<file path="config.mk">
export PLATFORM = sky130hd
export DESIGN_NAME = regfile_wb_arbiter_flat
export DESIGN_NICKNAME = d
export VERILOG_FILES = /design/src/rtl/regfile_pkg.sv /design/src/rtl/regfile_wb_arbiter_if.sv /design/src/rtl/regfile_wb_arbiter_rr_pick2.sv /design/src/rtl/regfile_wb_arbiter.sv /design/src/flat_wrapper.sv
export SDC_FILE = /design/constraint.sdc
export NUM_CORES = 1
export LEC_CHECK = 0
export CAP_MARGIN = 10
export CORE_MARGIN = 5
export CORE_UTILIZATION = 34
export DETAILED_ROUTE_END_ITERATION = 12
export GPL_TIMING_DRIVEN = 1
export PLACE_DENSITY_LB_ADDON = 0.1
export RECOVER_POWER = 50
export SLEW_MARGIN = 20
export SYNTH_ARGS = -nofsm -noshare
export SYNTH_HDL_FRONTEND = slang
export SYNTH_SLANG_ARGS = --single-unit
</file>
<file path="constraint.sdc">
create_clock -name clock -period 13.1 [get_ports clock]
set_input_delay 2.62 -clock clock [delete_from_list [all_inputs] [get_ports clock]]
set_output_delay 2.62 -clock clock [all_outputs]
set_load 0.01 [all_outputs]
</file>
<file path="src/rtl/regfile_pkg.sv">
// Shared constants for the register-file writeback path: widths, Y86 register
// encodings and the fixed requester slots feeding the writeback arbiter.
package regfile_pkg;

  localparam int REG_ADDR_W = 3;
  localparam int DATA_W     = 32;
  localparam int NUM_WB_REQ = 4;
  localparam int WR_CNT_W   = 16;

  typedef enum logic [REG_ADDR_W-1:0] {
    EAX = 3'd0,
    ECX = 3'd1,
    EDX = 3'd2,
    EBX = 3'd3,
    ESP = 3'd4,
    EBP = 3'd5,
    ESI = 3'd6,
    EDI = 3'd7
  } y86_reg_e;

  localparam int WB_ALU   = 0;
  localparam int WB_MEM   = 1;
  localparam int WB_ESP   = 2;
  localparam int WB_SPARE = 3;

endpackage

</file>
<file path="src/rtl/regfile_wb_arbiter_if.sv">
// Writeback bus between the requesters, the arbiter and the register file:
// request handshake, the two write ports, busy mask and write counter.
interface regfile_wb_arbiter_if #(
  parameter int NUM_REQ    = regfile_pkg::NUM_WB_REQ,
  parameter int REG_ADDR_W = regfile_pkg::REG_ADDR_W,
  parameter int DATA_W     = regfile_pkg::DATA_W,
  parameter int CNT_W      = regfile_pkg::WR_CNT_W
);
  import regfile_pkg::*;

  logic [NUM_REQ-1:0]            req_valid;
  logic [NUM_REQ-1:0]            req_ready;
  logic [NUM_REQ*REG_ADDR_W-1:0] req_reg;
  logic [NUM_REQ*DATA_W-1:0]     req_data;
  logic                          stall;
  logic                          write1;
  logic [REG_ADDR_W-1:0]         register1;
  logic [DATA_W-1:0]             value1;
  logic                          write2;
  logic [REG_ADDR_W-1:0]         register2;
  logic [DATA_W-1:0]             value2;
  logic [2**REG_ADDR_W-1:0]      busy_mask;
  logic [CNT_W-1:0]              wr_count;

  modport slave (
    input  req_valid, req_reg, req_data, stall,
    output req_ready, write1, register1, value1, write2, register2, value2,
           busy_mask, wr_count
  );

  modport master (
    output req_valid, req_reg, req_data, stall,
    input  req_ready, write1, register1, value1, write2, register2, value2,
           busy_mask, wr_count
  );

endinterface

</file>
<file path="src/rtl/regfile_wb_arbiter_rr_pick2.sv">
// Combinational round-robin picker: selects up to two valid requests starting at
// rrPtr, the second one only if it targets a different register than the first.
module rr_pick2 #(
  parameter  int NUM_REQ    = 4,
  parameter  int REG_ADDR_W = 3,
  localparam int PTR_W      = (NUM_REQ > 1) ? $clog2(NUM_REQ) : 1
) (
  input  logic [NUM_REQ-1:0]            valid,
  input  logic [NUM_REQ*REG_ADDR_W-1:0] regs,
  input  logic [PTR_W-1:0]              rrPtr,
  output logic [NUM_REQ-1:0]            grantA,
  output logic [NUM_REQ-1:0]            grantB,
  output logic                          hasA,
  output logic                          hasB,
  output logic [PTR_W-1:0]              lastIdx
);
  import regfile_pkg::*;

  logic [REG_ADDR_W-1:0] regArr [NUM_REQ];
  logic [REG_ADDR_W-1:0] regA;
  logic [PTR_W-1:0]      scanIdx;

  for (genvar gi = 0; gi < NUM_REQ; gi++) begin : g_unpack
    assign regArr[gi] = regs[gi*REG_ADDR_W +: REG_ADDR_W];
  end

  // lastIdx tracks the later of the two grants in scan order, which is what
  // the pointer must step past.
  always_comb begin
    grantA  = '0;
    grantB  = '0;
    hasA    = 1'b0;
    hasB    = 1'b0;
    lastIdx = '0;
    regA    = '0;
    scanIdx = '0;
    for (int k = 0; k < NUM_REQ; k++) begin
      scanIdx = PTR_W'((int'(rrPtr) + k) % NUM_REQ);
      if (valid[scanIdx]) begin
        if (!hasA) begin
          hasA            = 1'b1;
          grantA[scanIdx] = 1'b1;
          regA            = regArr[scanIdx];
          lastIdx         = scanIdx;
        end else if (!hasB && (regArr[scanIdx] != regA)) begin
          hasB            = 1'b1;
          grantB[scanIdx] = 1'b1;
          lastIdx         = scanIdx;
        end
      end
    end
  end

endmodule

</file>
<file path="src/rtl/regfile_wb_arbiter.sv">
// Writeback arbiter: grants up to two requesters per cycle into the two
// register-file write ports, with a registered one-cycle issue stage.
module regfile_wb_arbiter #(
  parameter int NUM_REQ    = regfile_pkg::NUM_WB_REQ,
  parameter int REG_ADDR_W = regfile_pkg::REG_ADDR_W,
  parameter int DATA_W     = regfile_pkg::DATA_W,
  parameter int CNT_W      = regfile_pkg::WR_CNT_W
) (
  input logic                  clock,
  input logic                  reset_n,
  regfile_wb_arbiter_if.slave  bus
);
  import regfile_pkg::*;

  localparam int PTR_W    = (NUM_REQ > 1) ? $clog2(NUM_REQ) : 1;
  localparam int NUM_REGS = 2**REG_ADDR_W;

  logic [PTR_W-1:0]      rrPtrReg;
  logic [PTR_W-1:0]      rrPtrNext;
  logic [NUM_REQ-1:0]    grantA;
  logic [NUM_REQ-1:0]    grantB;
  logic                  hasA;
  logic                  hasB;
  logic [PTR_W-1:0]      lastIdx;
  logic                  takeA;
  logic                  takeB;
  logic [REG_ADDR_W-1:0] selRegA;
  logic [REG_ADDR_W-1:0] selRegB;
  logic [DATA_W-1:0]     selDataA;
  logic [DATA_W-1:0]     selDataB;

  logic                  write1Reg;
  logic [REG_ADDR_W-1:0] register1Reg;
  logic [DATA_W-1:0]     value1Reg;
  logic                  write2Reg;
  logic [REG_ADDR_W-1:0] register2Reg;
  logic [DATA_W-1:0]     value2Reg;
  logic [CNT_W-1:0]      wrCountReg;

  rr_pick2 #(
    .NUM_REQ    (NUM_REQ),
    .REG_ADDR_W (REG_ADDR_W)
  ) picker (
    .valid   (bus.req_valid),
    .regs    (bus.req_reg),
    .rrPtr   (rrPtrReg),
    .grantA  (grantA),
    .grantB  (grantB),
    .hasA    (hasA),
    .hasB    (hasB),
    .lastIdx (lastIdx)
  );

  assign takeA = hasA && !bus.stall;
  assign takeB = hasB && !bus.stall;

  assign bus.req_ready = (reset_n && !bus.stall) ? (grantA | grantB) : '0;

  assign rrPtrNext = (lastIdx == PTR_W'(NUM_REQ - 1)) ? '0 : lastIdx + PTR_W'(1);

  // Grants are one-hot, so an AND-OR mux selects each slot's payload.
  always_comb begin
    selRegA  = '0;
    selRegB  = '0;
    selDataA = '0;
    selDataB = '0;
    for (int i = 0; i < NUM_REQ; i++) begin
      selRegA  = selRegA  | ({REG_ADDR_W{grantA[i]}} & bus.req_reg[i*REG_ADDR_W +: REG_ADDR_W]);
      selRegB  = selRegB  | ({REG_ADDR_W{grantB[i]}} & bus.req_reg[i*REG_ADDR_W +: REG_ADDR_W]);
      selDataA = selDataA | ({DATA_W{grantA[i]}}     & bus.req_data[i*DATA_W +: DATA_W]);
      selDataB = selDataB | ({DATA_W{grantB[i]}}     & bus.req_data[i*DATA_W +: DATA_W]);
    end
  end

  always_ff @(posedge clock or negedge reset_n) begin
    if (!reset_n) begin
      rrPtrReg     <= '0;
      write1Reg    <= 1'b0;
      register1Reg <= '0;
      value1Reg    <= '0;
      write2Reg    <= 1'b0;
      register2Reg <= '0;
      value2Reg    <= '0;
      wrCountReg   <= '0;
    end else begin
      write1Reg  <= takeA;
      write2Reg  <= takeB;
      wrCountReg <= wrCountReg + CNT_W'(write1Reg) + CNT_W'(write2Reg);
      if (takeA) begin
        register1Reg <= selRegA;
        value1Reg    <= selDataA;
        rrPtrReg     <= rrPtrNext;
      end
      if (takeB) begin
        register2Reg <= selRegB;
        value2Reg    <= selDataB;
      end
    end
  end

  assign bus.write1    = write1Reg;
  assign bus.register1 = register1Reg;
  assign bus.value1    = value1Reg;
  assign bus.write2    = write2Reg;
  assign bus.register2 = register2Reg;
  assign bus.value2    = value2Reg;
  assign bus.wr_count  = wrCountReg;

  // A register is busy while any requester targets it or a port is writing it.
  for (genvar gi = 0; gi < NUM_REGS; gi++) begin : g_busy
    logic hit;
    always_comb begin
      hit = (write1Reg && (register1Reg == REG_ADDR_W'(gi))) ||
            (write2Reg && (register2Reg == REG_ADDR_W'(gi)));
      for (int i = 0; i < NUM_REQ; i++) begin
        if (bus.req_valid[i] && (bus.req_reg[i*REG_ADDR_W +: REG_ADDR_W] == REG_ADDR_W'(gi)))
          hit = 1'b1;
      end
    end
    assign bus.busy_mask[gi] = hit;
  end

endmodule

</file>
<file path="src/flat_wrapper.sv">
// flat-port wrapper written by rule: the top's interface ports become plain ports
module regfile_wb_arbiter_flat import regfile_pkg::*;
#(
  parameter int NUM_REQ    = regfile_pkg::NUM_WB_REQ,
  parameter int REG_ADDR_W = regfile_pkg::REG_ADDR_W,
  parameter int DATA_W     = regfile_pkg::DATA_W,
  parameter int CNT_W      = regfile_pkg::WR_CNT_W
)
  (clock, reset_n, bus_req_valid, bus_req_reg, bus_req_data, bus_stall, bus_req_ready, bus_write1, bus_register1, bus_value1, bus_write2, bus_register2, bus_value2, bus_busy_mask, bus_wr_count);
  regfile_wb_arbiter_if #(.NUM_REQ(NUM_REQ), .REG_ADDR_W(REG_ADDR_W), .DATA_W(DATA_W), .CNT_W(CNT_W)) bus_i ();
  input logic clock;
  input logic reset_n;
  input wire logic [$bits(bus_i.req_valid)-1:0] bus_req_valid;
  input wire logic [$bits(bus_i.req_reg)-1:0] bus_req_reg;
  input wire logic [$bits(bus_i.req_data)-1:0] bus_req_data;
  input wire logic [$bits(bus_i.stall)-1:0] bus_stall;
  output wire logic [$bits(bus_i.req_ready)-1:0] bus_req_ready;
  output wire logic [$bits(bus_i.write1)-1:0] bus_write1;
  output wire logic [$bits(bus_i.register1)-1:0] bus_register1;
  output wire logic [$bits(bus_i.value1)-1:0] bus_value1;
  output wire logic [$bits(bus_i.write2)-1:0] bus_write2;
  output wire logic [$bits(bus_i.register2)-1:0] bus_register2;
  output wire logic [$bits(bus_i.value2)-1:0] bus_value2;
  output wire logic [$bits(bus_i.busy_mask)-1:0] bus_busy_mask;
  output wire logic [$bits(bus_i.wr_count)-1:0] bus_wr_count;
  assign bus_i.req_valid = bus_req_valid;
  assign bus_i.req_reg = bus_req_reg;
  assign bus_i.req_data = bus_req_data;
  assign bus_i.stall = bus_stall;
  assign bus_req_ready = bus_i.req_ready;
  assign bus_write1 = bus_i.write1;
  assign bus_register1 = bus_i.register1;
  assign bus_value1 = bus_i.value1;
  assign bus_write2 = bus_i.write2;
  assign bus_register2 = bus_i.register2;
  assign bus_value2 = bus_i.value2;
  assign bus_busy_mask = bus_i.busy_mask;
  assign bus_wr_count = bus_i.wr_count;
  regfile_wb_arbiter #(.NUM_REQ(NUM_REQ), .REG_ADDR_W(REG_ADDR_W), .DATA_W(DATA_W), .CNT_W(CNT_W)) u_core (.clock(clock), .reset_n(reset_n), .bus(bus_i));
endmodule
</file>
# --- After elaboration in Yosys (flattened, before gate mapping) ---
# Index checks and enable logic that the tools add are counted.
word_totals:
  register_bits: 90
  in_bits: 147
  output_inout_bits: 100
  elab_cells: 290
classes:
  add_sub_neg: 6
  n_lt_le_gt_ge: 12
  n_eq_ne: 46
  n_mux: 106
  bitwise_logic: 38
  n_reduce_logical: 74
op_table:
  columns: ["op", "n"]
  rows:
  - ["$and 32x32->32", 8]
  - ["$or 32x32->32", 6]
  - ["$eq 3x3->1 const B", 24]
  - ["$mux 4", 17]
  - ["$logic_and 1x1->1", 57]
  - ["$mux 1", 53]
  - ["$mux 3", 13]
  - ["$eq 3x2->1 const B", 12]
  - ["$add 16x1->16", 2]
  - ["$and 3x3->3", 8]
  - ["$bmux 3 s2", 4]
  - ["$or 4x4->4", 6]
  - ["$mux 2", 11]
  - ["$eq 3x1->1 const B", 6]
  - ["$logic_not 3->1", 6]
  - ["$or 3x3->3", 6]
  - ["$ge 3x3->1 const B", 4]
  - ["$lt 2x3->1 const B", 4]
  - ["$not 2->3", 4]
  - ["$ne 3x3->1", 3]
  - ["$bmux 1 s2", 4]
  - ["$demux 1 s2", 4]
  - ["$ge 2x1->1 const B", 4]
  - ["$logic_or 1x1->1", 8]
  - ["4 further kinds", 8]

# --- Longest topological paths before layout ---
logic_depth:
  word_depth: 23
  mapped_depth: 15
  mapped_depth_nobuf: 10

# --- By module ---
# Synthesis repeated with hierarchy kept, for this count alone.
hier_totals:
  hier_cells: 704
  area_unflattened_um2: 6545.0
modules_own_cells:
  columns: ["mod", "instances", "cells_each", "area_per_inst_um2", "seq_area_each_um2"]
  rows:
  - ["regfile_wb_arbiter", 1, 553, 5118.7, 2252.2]
  - ["rr_pick2", 1, 151, 1426.4, 0.0]

# --- Worst setup path after synthesis ---
# Ideal clock, no wire load.
synth_timing:
  path_kind: "input -> output"
  from: "input bus_req_valid[3]"
  to: "output bus_req_ready[0]"
  arrival_ns: 5.068
  required_time_ns: 10.480
  slack_ns: 5.412
  path_stages: 12
  n_path_buf: 4
  path_cell_list: "clkbuf_1 > mux4_2 > buf_2 > a21o_1 > o211ai_1 > a31oi_4 > nor4_4 > a221o_1 > buf_4 > buf_2 > nor2_1 > nor2_1"
synth_via:
  elab_chain_len: 19
  word_cells_on_any_way: 52
  classes_between: "eq/ne (3); mux (39); bitwise (6); reduce/logical (4)"
synth_lines:
  columns: ["element", "line_no", "text"]
  rows:
  - ["start, declared", "flat_wrapper.sv:13", "input wire logic [$bits(bus_i.req_valid)-1:0] bus_req_valid;"]
  - ["$bmux 1 s2", "regfile_wb_arbiter_rr_pick2.sv:39", "if (valid[scanIdx]) begin"]
  - ["$mux 1 (not written as such)", "regfile_wb_arbiter_rr_pick2.sv:39", null]
  - ["$mux 3", "regfile_wb_arbiter_rr_pick2.sv:39", null]
  - ["$ne 3x3->1", "regfile_wb_arbiter_rr_pick2.sv:45", "end else if (!hasB && (regArr[scanIdx] != regA)) begin"]
  - ["$mux 1", "regfile_wb_arbiter_rr_pick2.sv:45", null]
  - ["$mux 1", "regfile_wb_arbiter_rr_pick2.sv:40", "if (!hasA) begin"]
  - ["$mux 1", "regfile_wb_arbiter_rr_pick2.sv:39", null]
  - ["$logic_not 1->1", "regfile_wb_arbiter_rr_pick2.sv:45", null]
  - ["(+3 left out)", null, null]
  - ["$mux 1", "regfile_wb_arbiter_rr_pick2.sv:39", null]
  - ["$logic_not 1->1", "regfile_wb_arbiter_rr_pick2.sv:45", null]
  - ["$logic_and 1x1->1", "regfile_wb_arbiter_rr_pick2.sv:45", null]
  - ["$mux 4", "regfile_wb_arbiter_rr_pick2.sv:45", null]
  - ["$mux 4", "regfile_wb_arbiter_rr_pick2.sv:40", null]
  - ["$mux 4", "regfile_wb_arbiter_rr_pick2.sv:39", null]
  - ["$or 4x4->4 *", "regfile_wb_arbiter.sv:57", "assign bus.req_ready = (reset_n && !bus.stall) ? (grantA | grantB) : '0;"]
  - ["$mux 4 *", "regfile_wb_arbiter.sv:57", null]
  - ["end, declared", "flat_wrapper.sv:17", "output wire logic [$bits(bus_i.req_ready)-1:0] bus_req_ready;"]
# Every way passes the cells marked *; elsewhere a longest branch is shown, timed or not. The select of a mux whose other input is x is not followed.

# --- Worst setup path in the final report ---
layout_timing:
  from: "input bus_req_valid[3]"
  to: "output bus_req_ready[1]"
# Same word-level chain as after synthesis.

==> summary.txt <==
Pwr
  • Pwr/cell area: 281 mW/mm^2
  • Peak supply drop: 0.225 mV
  • Logic pwr share: 69.9%
  • Net Sw Power: 1.25 mW
  • Leakage: 3.46 nW
  • Sequential Power Share: 20.5%
  • Clk network pwr share: 9.6%
  • Switching power share of the total: 48.5%
  • Total power: 2.57 mW
  • Pint: around 1.3 mW

Clock tree
  • Clock root buffer master: clkbuf_16
  • Clock buffer depth: 2
  • Sink Count: 90
  • Hold buffer count at cts: 0
  • Post-CTS Setup Inserts: 0
  • H-tree depth: 3
  • CTS tree: yes
  • CTS Buf Count: 9
  • Reg clk slew, reported paths: 0.07 ns
  • Later-pin clock latency in the skew report: ~0.34 ns
  • Post_cts resized: 0

Cells and area
  • Fin area: between 0.009 and 0.01 sq mm
  • Fin cells: 1137
  • Share of cells above drive strength 1: under 10%
  • Antenna cells: 0
  • Fin nets: between 1k and 1.5k
  • Fill cells: 1736
  • P&R area growth vs syn: 42.8%

Critical path
  • FF-to-FF End: u_core.bus.value2[30]
  • Setup CP Type: primary input to primary output
  • Startpoint types: primary input
  • Buffers plus inverters on the worst setup path: 3
  • Slowest cell delay on critical path: 0.80 ns
  • Worst R2R Path Depth: 11
  • Family with the most delay on the worst path: buffers and inverters
  • WP data arrival: roughly 6.6 ns
  • Crit path max fanout: 36
  • CP endpoint kind: primary output
  • CP max stage cell: mux4_2
  • Critical Path RT: approximately 10 ns
  • R2R setup slack: 8.55 ns
  • Cell Chain, Critical Path: clkdlybuf4s50_1, mux4_2, nand3b_1, a221o_1, a31oi_4, nor2b_1, a221o_1, buf_4, nor2_1, nor2_1, clkdlybuf4s50_1
  • RR Startpoint: u_core.rrPtrReg[0]

Timing
  • RSZ-0062 raised after global routing: false
  • Worst-Margin Slew: roughly 3.7 ns
  • Setup TNS: 0 ns
  • Clock period minus worst slack: 9.25 ns
  • Final setup fails: 0
  • Fin. Hold Viols: 0
  • Setup ws final: 3.85 ns
  • Tcrit/Tclk final: 70.6%
  • Max Clk Rate: 0.108 GHz
  • Rel. slew slack: -146%
  • Worst Skew: 0.0103 ns
  • Slew Limit Fails: 94

Global route
  • Largest net degree at the start of global routing: 65
  • GRT overflow: 0
  • First-pass GRT wire length: 40100 um
  • Number of global-route vias before repair: 6772
  • GRT Resource Usage Total: 23.4%
  • Initial antenna violation count: 0

Route
  • Via density per instance: 6.09
  • WL final: 26400 um
  • DR iter-0 viols: ~640
  • Post-DRT Antenna Nets: 0
  • DRC: 0
  • Initial DRT Pass Iterations: 5
  • DR vias: 6921
  • DR WL/cell: 23.2 um

Place
  • Gpl congestion: 0.947
  • Pre-CTS setup slack: 3.92 ns
  • Total instance count after detailed placement: 1122
  • Input/output buffers: around 250
  • HPWL Detailed: 18800 um
  • DP Area: 0.00889 sq mm

Run status
  • Failing checks: max-capacitance violations, max-slew violations
  • Outcome: complete, but fails checks

Yosys
  • Post-synth ARST share: 100%
  • Post-synth EDFFs: 0
  • Sequential area share after synthesis: between 30% and 40%
  • Count of cell types in the netlist: 60
  • Synth Register Bits: 90
  • Mapped cell area: 0.00641 sq mm
  • Syn Inst Count: roughly 710
  • Synth Net Count: approximately 860
  • Avg Synthesized Cell Area: 9.09 sq um
  • Most used flip-flop cell after synthesis: dfrtp_1
  • Synth warnings: 0

Min path
  • Hold/Removal Path Class: register to register
  • Hold path depth: 2
  • Hold EP: u_core.bus.value1[31]
  • Min-delay src: u_core.bus.value1[31]

Floorplan
  • Initial cell density of the core: between 30% and 40%
  • IO Pins: 247
  • DIE AREA: 0.0217 sq mm
  • DIE HEIGHT: 147 um
  • Die X: 147 um
  • Core area: 0.0186 sq mm
  • # rows: 50

Job
  • Max Cap Viol: 2
==> metrics by stage <==
step,hold slack [ns],utilization [%]
finish,0.479,49.1
detailed placement,0.470,47.7
global placement,0.464,47.7
floorplan,0.507,-
CTS,0.486,49.2
global route,0.501,49.1
==> power groups by stage <==
| stage | logic (mW) | clock network (mW) | registers [mW] |
|---|---|---|---|
| 2_1_floorplan | 1.14 | 0 | 0.551 |
| 3_3_place_gp | 1.79 | 0 | 0.530 |
| 3_5_place_dp | 1.79 | 0 | 0.536 |
| 4_1_cts | 1.80 | 0.256 | 0.531 |
| 5_1_grt | 1.94 | 0.269 | 0.548 |
| 6_report | 1.80 | 0.248 | 0.527 |
==> worst max path at each step <==
stage / from / to / slack [ns] / cells after the start
CTS: bus_req_valid[3] / bus_req_ready[1] / 3.91 / 11
global route: bus_req_valid[3] / bus_req_ready[3] / 3.71 / 11
finish: bus_req_valid[3] / bus_req_ready[1] / 3.85 / 11
global placement: bus_req_valid[3] / bus_req_ready[1] / 4.00 / 11
detailed placement: bus_req_valid[3] / bus_req_ready[1] / 3.92 / 11
floorplan: bus_req_valid[3] / bus_req_ready[0] / 5.41 / 12
==> cells in the mapped netlist, drive strengths merged, types with 16 or more instances <==
master   n  share of area [%]
nor2    65                3.8
a31oi   41                4.2
nand3   21                1.6
clkbuf  35                2.0
mux4    16                5.6
nand2   52                3.0
a221oi  32                4.4
o21ai   35                2.7
xor2    16                2.2
buf     40                3.9
dfrtp   90                 35
a22o    32                4.4
a22oi   81                9.5
==> worst reg2reg max path, stage by stage (launching register included) <==
cell	delay, ns
dfrtp_2	0.75
inv_1	0.23
ha_1	0.63
mux4_2	0.65
and3b_1	0.21
o211ai_1	0.36
a31oi_4	0.17
nor4_4	0.37
a221o_1	0.24
buf_4	0.43
a22oi_1	0.19
a31oi_1	0.22
==> cell usage in the layout (no fill, tap or decap), types with 10 or more instances in the layout <==
master and count:
clkdlybuf4s50_1 211, dfrtp_1 89, xnor2_1 12, nor2_1 65, o21ai_0 35, a221oi_1 32
nand4_1 11, buf_4 10, nand3_1 21, a22o_1 32, a22oi_1 81, xor2_1 16
mux4_2 16, nand2_1 52, dlygate4sd3_1 34, a31oi_1 40
==> routing by layer <==
| layer | up-vias | GRT usage [%] | share of wire, % |
|---|---|---|---|
| met4 | 0 | 6.85 | 2.1 |
| met1 | 3359 | 31.9 | 43 |
| met5 | - | 0 | 0 |
| li1 | 3127 | - | - |
| met2 | 390 | 37.5 | 47 |
| met3 | 45 | 5.15 | 8.7 |
==> kinds of logic after synthesis <==
group / share of synthesized area [%]
AOI/OAI and AO/OA: 31.2
and+or+nand+nor: 16.2
DFF: 35.1
buffers and inverters: 6.51
xor gates and xnor gates: 3.82
muxes: 5.79
adders and majority gates: 1.29
==> flip-flops by register name, indices dropped and copies added (netlist names) <==
| register | count |
|---|---|
| u_core.bus.value1 | 32 |
| u_core.bus.value2 | 32 |
| u_core.bus.wr_count | 16 |
| u_core.bus.register1 | 3 |
| u_core.bus.register2 | 3 |
| u_core.rrPtrReg | 2 |
| u_core.bus.write1 | 1 |
| u_core.bus.write2 | 1 |
==> cell type report <==
cell class / count / area, sq um / area share [%]
multi-input combinational: 531 / 3760 / 41.1
timing repair buffer: 257 / 2530 / 27.7
tap: 234 / 293 / 3.20
inverter: 10 / 37.5 / 0.410
sequential: 90 / 2250 / 24.6
clock inverter: 5 / 38.8 / 0.423
clock buffer: 10 / 239 / 2.61
(Power assumes the default switching activity.)
